--- src/rtl/input_port_unit_pkg.sv ---
// Shared port/select encodings and XY routing helper for the NoC router
// input side. Port and select codes must match the switch allocators.
package input_port_unit_pkg;

    localparam logic [2:0] OUT_LOCAL_PORT = 3'd0;
    localparam logic [2:0] OUT_X1_PORT    = 3'd1;
    localparam logic [2:0] OUT_X2_PORT    = 3'd2;
    localparam logic [2:0] OUT_Y1_PORT    = 3'd3;
    localparam logic [2:0] OUT_NONE       = 3'b111;

    localparam logic [2:0] SW_LOCAL = 3'd0;
    localparam logic [2:0] SW_X1    = 3'd1;
    localparam logic [2:0] SW_X2    = 3'd2;
    localparam logic [2:0] SW_Y1    = 3'd3;
    localparam logic [2:0] SW_NONE  = 3'b111;

    // tag = {dst_y, dst_x[1:0]}; X is resolved before Y
    function automatic logic [2:0] xy_route(
        input logic [2:0] tag,
        input logic [1:0] my_x,
        input logic       my_y
    );
        logic [1:0] w_dx;
        logic       w_dy;
        w_dx = tag[1:0];
        w_dy = tag[2];
        if (w_dx > my_x)       return OUT_X1_PORT;
        else if (w_dx < my_x)  return OUT_X2_PORT;
        else if (w_dy != my_y) return OUT_Y1_PORT;
        else                   return OUT_LOCAL_PORT;
    endfunction

endpackage

--- src/rtl/input_port_unit_flit_fifo.sv ---
// Synchronous flit FIFO with head and head+1 read ports so the
// requester can look one entry ahead for back-to-back grants.
module flit_fifo #(
    parameter int FLIT_W = 32,
    parameter int DEPTH  = 4
) (
    input  logic              clk,
    input  logic              rst_n,
    input  logic              i_push,
    input  logic [FLIT_W-1:0] i_din,
    input  logic              i_pop,
    output logic              o_full,
    output logic              o_empty,
    output logic              o_multi,
    output logic [FLIT_W-1:0] o_head,
    output logic [FLIT_W-1:0] o_next
);

    localparam int AW = $clog2(DEPTH);
    localparam int CW = AW + 1;

    logic [FLIT_W-1:0] r_mem [DEPTH];
    logic [AW-1:0]     r_wptr;
    logic [AW-1:0]     r_rptr;
    logic [CW-1:0]     r_count;
    logic [AW-1:0]     w_rptr1;
    logic              w_push;
    logic              w_pop;

    assign o_full  = (r_count == CW'(DEPTH));
    assign o_empty = (r_count == '0);
    assign o_multi = (r_count >= CW'(2));
    assign w_push  = i_push && !o_full;
    assign w_pop   = i_pop && !o_empty;
    assign w_rptr1 = r_rptr + AW'(1);
    assign o_head  = r_mem[r_rptr];
    assign o_next  = r_mem[w_rptr1];

    always_ff @(posedge clk) begin
        if (w_push) r_mem[r_wptr] <= i_din;
    end

    always_ff @(posedge clk or negedge rst_n) begin
        if (!rst_n) begin
            r_wptr  <= '0;
            r_rptr  <= '0;
            r_count <= '0;
        end else begin
            if (w_push) r_wptr <= r_wptr + AW'(1);
            if (w_pop)  r_rptr <= w_rptr1;
            case ({w_push, w_pop})
                2'b10:   r_count <= r_count + CW'(1);
                2'b01:   r_count <= r_count - CW'(1);
                default: r_count <= r_count;
            endcase
        end
    end

endmodule

--- src/rtl/input_port_unit.sv ---
// Router input requester: buffers flits, XY-routes the head, requests the
// allocator and forwards on grant. Optional counters: IPU_STATS_EN.
module input_port_unit
    import input_port_unit_pkg::*;
#(
    parameter int         FLIT_W = 32,
    parameter int         DEPTH  = 4,
    parameter int         MY_X   = 0,
    parameter int         MY_Y   = 0,
    parameter logic [2:0] MY_SW  = SW_LOCAL
) (
    input  logic              clk,
    input  logic              rst_n,
    input  logic              en,
    input  logic              in_valid,
    input  logic [FLIT_W-1:0] in_flit,
    output logic              in_ready,
    output logic [2:0]        port_dst,
    input  logic [2:0]        out_local_sw,
    input  logic [2:0]        out_x1_sw,
    input  logic [2:0]        out_x2_sw,
    input  logic [2:0]        out_y_sw,
    output logic [FLIT_W-1:0] flit_out,
    output logic              flit_out_valid
`ifdef IPU_STATS_EN
    ,
    output logic [15:0]       sent_cnt,
    output logic [15:0]       stall_cnt
`endif
);

    logic              w_full;
    logic              w_empty;
    logic              w_multi;
    logic              w_push;
    logic              w_grant;
    logic [FLIT_W-1:0] w_head;
    logic [FLIT_W-1:0] w_next;
    logic [2:0]        w_sel;
    logic [2:0]        w_route_head;
    logic [2:0]        w_route_next;
    logic [2:0]        r_req;

    assign in_ready = rst_n && en && !w_full;
    assign w_push   = in_valid && in_ready;

    flit_fifo #(
        .FLIT_W (FLIT_W),
        .DEPTH  (DEPTH)
    ) u_fifo (
        .clk     (clk),
        .rst_n   (rst_n),
        .i_push  (w_push),
        .i_din   (in_flit),
        .i_pop   (w_grant),
        .o_full  (w_full),
        .o_empty (w_empty),
        .o_multi (w_multi),
        .o_head  (w_head),
        .o_next  (w_next)
    );

    assign w_route_head = xy_route(w_head[FLIT_W-1 -: 3], 2'(MY_X), 1'(MY_Y));
    assign w_route_next = xy_route(w_next[FLIT_W-1 -: 3], 2'(MY_X), 1'(MY_Y));

    always_comb begin
        w_sel = SW_NONE;
        case (r_req)
            OUT_LOCAL_PORT: w_sel = out_local_sw;
            OUT_X1_PORT:    w_sel = out_x1_sw;
            OUT_X2_PORT:    w_sel = out_x2_sw;
            OUT_Y1_PORT:    w_sel = out_y_sw;
            default:        w_sel = SW_NONE;
        endcase
    end

    assign w_grant = en && !w_empty && (r_req != OUT_NONE) && (w_sel == MY_SW);

    // On a grant the head leaves this cycle, so request for head+1 instead
    always_comb begin
        port_dst = OUT_NONE;
        if (en && !w_empty) begin
            if (w_grant) port_dst = w_multi ? w_route_next : OUT_NONE;
            else         port_dst = w_route_head;
        end
    end

    always_ff @(posedge clk or negedge rst_n) begin
        if (!rst_n) r_req <= OUT_NONE;
        else        r_req <= port_dst;
    end

    assign flit_out_valid = w_grant;
    assign flit_out       = w_grant ? w_head : '0;

`ifdef IPU_STATS_EN
    logic [15:0] r_sent;
    logic [15:0] r_stall;

    always_ff @(posedge clk or negedge rst_n) begin
        if (!rst_n) begin
            r_sent  <= '0;
            r_stall <= '0;
        end else if (w_grant) begin
            if (r_sent != 16'hFFFF) r_sent <= r_sent + 16'd1;
        end else if (r_req != OUT_NONE) begin
            if (r_stall != 16'hFFFF) r_stall <= r_stall + 16'd1;
        end
    end

    assign sent_cnt  = r_sent;
    assign stall_cnt = r_stall;
`endif

endmodule

--- config.mk ---
export PLATFORM = sky130hd
export DESIGN_NAME = input_port_unit
export DESIGN_NICKNAME = d
export VERILOG_FILES = /design/src/rtl/input_port_unit_pkg.sv /design/src/rtl/input_port_unit_flit_fifo.sv /design/src/rtl/input_port_unit.sv
export SDC_FILE = /design/constraint.sdc
export NUM_CORES = 1
export LEC_CHECK = 0
export CORE_ASPECT_RATIO = 0.9
export CORE_MARGIN = 5
export CORE_UTILIZATION = 59
export DETAILED_ROUTE_END_ITERATION = 10
export PLACE_DENSITY = 0.95
export SLEW_MARGIN = 20
export SYNTH_ARGS = -nofsm -noshare
export SYNTH_HDL_FRONTEND = slang
export SYNTH_HIERARCHICAL = 1
export SYNTH_SLANG_ARGS = --single-unit
--- constraint.sdc ---
create_clock -name clk -period 7.04 [get_ports clk]
set_clock_uncertainty 0.2 [all_clocks]
set_input_delay 1.408 -clock clk [delete_from_list [all_inputs] [get_ports clk]]
set_output_delay 1.408 -clock clk [all_outputs]
set_load 0.02 [all_outputs]
**Word-level counts from Yosys, hierarchy flattened**

Memory sizes are Yosys's and may differ from the RTL's.
Cells that the tools add are included.
W data, S select, Z words.

- Register bits: 10
- Bits in writable memories: 128
- Input bits: 48
- Output and inout port bits: 37
- Word-level logic and storage cells: 49
- Memories kept: 1

Memories:

| name | words | width | read ports | clocked after Yosys merged registers in | write ports | RTL line | text |
|---|---|---|---|---|---|---|---|
| u_fifo.r_mem | 4 | 32 | 2 | 0 | 1 | input_port_unit_flit_fifo.sv:22 | `logic [FLIT_W-1:0] r_mem [DEPTH];` |

- Add/subtract/negate cells: 4
- Magnitude comparators: 5
- Equal/unequal tests: 7
- Multiplexer cells: 14
- Reduce and logical (&&, ||, !) cells: 14

Operators by type and width:

| cell | count |
|---|---|
| $mux W32 | 1 |
| $mux W3 | 4 |
| $pmux W3 S4 | 1 |
| $mux W2 | 5 |
| $logic_not A3 Y1 | 3 |
| $logic_and A1 B1 Y1 | 8 |
| $eq A3 B2 Y1 const B | 2 |
| $pmux W3 S2 | 1 |
| $add A2 B1 Y2 const B | 2 |
| $gt A2 B1 Y1 const B | 2 |
| $lt A2 B1 Y1 const B | 2 |
| $add A3 B1 Y3 const B | 1 |
| $eq A3 B1 Y1 const B | 1 |
| $eq A3 B3 Y1 const B | 1 |
| $ge A3 B2 Y1 const B | 1 |
| $ne A3 B3 Y1 const B | 1 |
| $sub A3 B1 Y3 const B | 1 |
| $eq A2 B1 Y1 const B | 1 |
| $eq A2 B2 Y1 const B | 1 |
| $logic_not A1 Y1 | 2 |
| $mux W1 | 2 |
| $reduce_bool A2 Y1 | 1 |

**Longest topological paths before layout**

- Depth in word-level cells: 8
- Depth in mapped cells: 12

**Modules after synthesis**

Netlist, hierarchy kept.

Modules (own cells, without submodules):

| module | times used | cells each | area an instance (um^2) | sequential area each (um^2) |
|---|---|---|---|---|
| flit_fifo | 1 | 244 | 5821.8 | 4018.9 |
| input_port_unit | 1 | 60 | 480.5 | 78.8 |

**Least setup slack after synthesis**

OpenSTA, ideal clock, no wires.

- Path type: input to output
- From: input port out_y_sw[0]
- To: output port port_dst[0]
- Arrival: 2.768 ns
- Required time: 5.432 ns
- Slack: 2.664 ns
- Cell stages on the path: 4
- Buffers on the path: 0
- Cells stage by stage: nor4b_1 > nor3b_1 > nor4_4 > mux2i_1

- Word-level cells in the longest chain between the ends: 5

RTL lines:

| what | RTL line | text |
|---|---|---|
| start: declaration | input_port_unit.sv:22 | `input logic [2:0] out_y_sw,` |
| $pmux W3 S4 | input_port_unit.sv:68 | `case (r_req)` |
| $logic_not A3 Y1 | input_port_unit.sv:77 | `assign w_grant = en && !w_empty && (r_req != OUT_NONE) && (w_sel == MY_SW);` |
| $logic_and A1 B1 Y1 | input_port_unit.sv:77 |  |
| $mux W3 | input_port_unit.sv:83 | `if (w_grant) port_dst = w_multi ? w_route_next : OUT_NONE;` |
| $mux W3 | input_port_unit.sv:82 | `if (en && !w_empty) begin` |
| end: declaration | input_port_unit.sv:18 | `output logic [2:0] port_dst,` |

No other way between the ends.

**Worst setup path in the final report**

- From: input port out_y_sw[1]
- To: output port port_dst[1]

Same word-level chain as after synthesis.

==> run summary <==
The flow ran to the end, and the final reports show no timing, DRC or antenna violations. The tightest hold path in the finished design has a slack of 334 ps. The measured slew at the worst slew-check pin is 898 ps. Dividing the detail-routed wire length by the instance count gives 23.1 µm. The ratio of cells with drive above 1 in the final layout was 0.256. The run gives 6520 µm² as the cell area after placement. Along the worst path, the maximum fanout reaches 37. Count of instances resized after the clock tree is built: 0. TritonCTS built the clock tree.

The post-place setup slack came out at 1580 ps. The relative slew slack is 0.401. In this run the remaining antenna-violating nets after routing total 0. The worst setup slack after layout is 1610 ps. Post-CTS timing repair inserted 0 buffers for setup. The startpoint identified for the worst hold timing path is u_fifo/r_count[2]. The total clock buffers created by CTS was 17. Number of cells in the finished layout apart from fillers: 497. The final period demand of the worst path is 5430 ps, and the remaining routing DRC violations is 0. The run gives 472 as the fill cell total of the finished layout. The setup path with the least slack is of type in -> out. The critical path goes through clkdlybuf4s50_1 > nor4b_1 > nor3b_1 > nor4_4 > buf_4 > mux2i_1 > clkdlybuf4s50_1.

The cell area that synthesis handed to floorplanning was 5620 µm². The die is 103 µm tall. The number of nets at the end of the flow is 417. In this run, placement finished with an instance count of 466.

The slowest stage of the critical path belongs to the cell sky130_fd_sc_hd__clkdlybuf4s50_1. The initial core utilization is 0.610. The initialized floorplan defines 33 standard-cell rows. 0 antenna diodes ended up in the layout.

The tools report the relative contribution of combinational cells to total power as 0.223. The post-synth net total was 325; the clock-pin slew reported for the worst setup and hold paths after clock tree synthesis was 60 ps. Setup slack on the worst reg-to-reg path comes out at 3780 ps. The total length of routed wires is 11.5 mm. The type of the tightest min-delay check was reg -> reg. Detailed placement ended at an HPWL of 6.79 mm. The run gives 0 as the final hold violation count. The end of the worst hold path was u_fifo/r_count[2]. Data arrival time at the worst-slack endpoint: 3820 ps. The clock tree root buffer cell was sky130_fd_sc_hd__clkbuf_8.

In this run the static leakage power is 2.36 nW. The maximum frequency from static timing analysis came out at 184 MHz. At the end of routability-driven placement, the weighted congestion stood at 0.742. In this design, the stage delay of the slowest critical-path cell is 660 ps. The clock tree synthesis step divided the H-tree into 4 levels.

The worst register-to-register path ends at u_fifo/r_count[2]. The cell depth of the worst hold path works out to 1. The initial antenna violation count was 0.

For this design, the sink count on the clock tree is 138. Setup total negative slack on the finished layout was measured at 0 ps. The critical path starts at out_y_sw[1]. The detailed router's first-iteration violation count is 209, and the number of hold buffers added after cts is 0. The category of the worst setup path capture point is an output port. The reported max-cap violation count was 0; the synthesis-to-layout area growth was 26.1%. The floorplan step defined a die boundary enclosing 11600 µm². The average instance in the mapped netlist occupies 20.7 µm². For this design the ratio of total power to cell area is 346 nW/µm². The number of max-slew violations in the final report was 0. After routing the design area is 7080 µm². The longest clock path from root to sink contains 2 buffers. Pin placement for this block handled 85 I/O pins. The switching power was 0.668 mW; the power share of the sequential group was 0.438. The worst flop-to-flop path startpoint was u_fifo/r_count[1]. The pin count of the biggest net entering global routing was 38. The run gives 0.000258 V as the worst ir drop on vdd.

The switching share of power works out to 0.272. The share of the clock period used by the worst path was 0.771. The first detailed-routing pass took 4 iterations. The total routing resource utilization after global routing is 0.215. Synthesis produced 271 cells.

Setup repair after global routing left no endpoint under its margin. The logs give 9210 µm² for the area inside the core boundary and 17.8 mm for the global-route wire length before repair. The tools report the total number of vias as 2934. Most common cell type on the critical path: sky130_fd_sc_hd__clkdlybuf4s50_1. Summed over all layers, the global routing overflow is 0. The routed via count divided by cell count is 5.90, and the die boundary width is 113 µm. The later pin in the worst-skew pair is clocked with a latency of 510 ps.

For the number of warning messages in the yosys log, the log shows 6. The internal power of the cells was 1.79 mW; the path depth of the worst reg2reg path was 12. The run gives 0.339 as the clock network power share.

STA classifies the critical path startpoint as a primary input. STA puts the critical path data required time at 5430 ps. The via count of the first global-routing pass was 3200; the number of port buffers was 84. Setup violations remaining at the end of the flow were counted as 0.
[cells in the final DEF (no fill, tap or decap), drive strengths merged]
cell type      count
clkdlybuf4s50     84
nor4               5
nor4b              2
clkinvlp           4
nand2              2
clkbuf            17
edfxtp           128
or2                2
nand2b             1
dfstp              3
inv                9
buf                2
bufinv             2
xor2               3
a21o               1
nor3b              2
mux4              35
a21oi              2
fa                 1
nor2               5
xnor2              3
mux2               1
and2              37
dfrtp              7
nor2b              1
mux2i              3
o31a               1
ha                 5
clkinv             6
nor3               1
[state kept, by name, summed over array words and instances (netlist names)]
register        cells
u_fifo/r_wptr       2
r_req               3
u_fifo/r_rptr       2
u_fifo/r_count      3
u_fifo/r_mem      128
[area by class of cell]
cell class | instances | area, µm² | share of cell area
clock buffers | 17 | 414 | 0.0585
clock inverters | 14 | 149 | 0.0210
inverters | 7 | 26.3 | 0.00371
multi-input cells | 113 | 1390 | 0.196
flip-flops and latches | 138 | 4100 | 0.579
well taps | 122 | 153 | 0.0215
repair buffers | 86 | 856 | 0.121
[power by group through the flow]
stage | clock network (mW) | logic (mW) | registers, mW
CTS | 0.846 | 0.550 | 1.08
global placement | 0 | 0.514 | 1.09
floorplan | 0 | 0.466 | 1.01
global route | 0.887 | 0.586 | 1.09
finish | 0.832 | 0.547 | 1.08
detailed placement | 0 | 0.539 | 1.10
[metrics by stage]
step	util	power, mW
floorplan	-	1.48
global placement	0.708	1.60
detailed placement	0.708	1.63
CTS	0.769	2.48
global route	0.769	2.56
finish	0.769	2.45
[routing by layer]
layer / part of all wire / global-route usage
met1: 0.36 / 0.244
met2: 0.55 / 0.389
met3: 0.074 / 0.0599
met4: 0.017 / 0.0906
met5: 0 / 0
[how the worst max path moves through the flow]
stage	to	slack [ps]	cells after the start
6_report	port_dst[1]	1610	7
3_5_place_dp	port_dst[0]	1580	7
4_1_cts	port_dst[1]	1530	7
3_3_place_gp	port_dst[0]	1750	7
5_1_grt	port_dst[1]	1430	7
2_1_floorplan	port_dst[0]	2660	4
[critical path, delay by kind of cell]
kind | cells | cell delay, ps
buffers and inverters | 3 | 1440
and+or+nand+nor | 3 | 640
muxes | 1 | 330
Note: power is estimated with default switching activity, not from simulation.
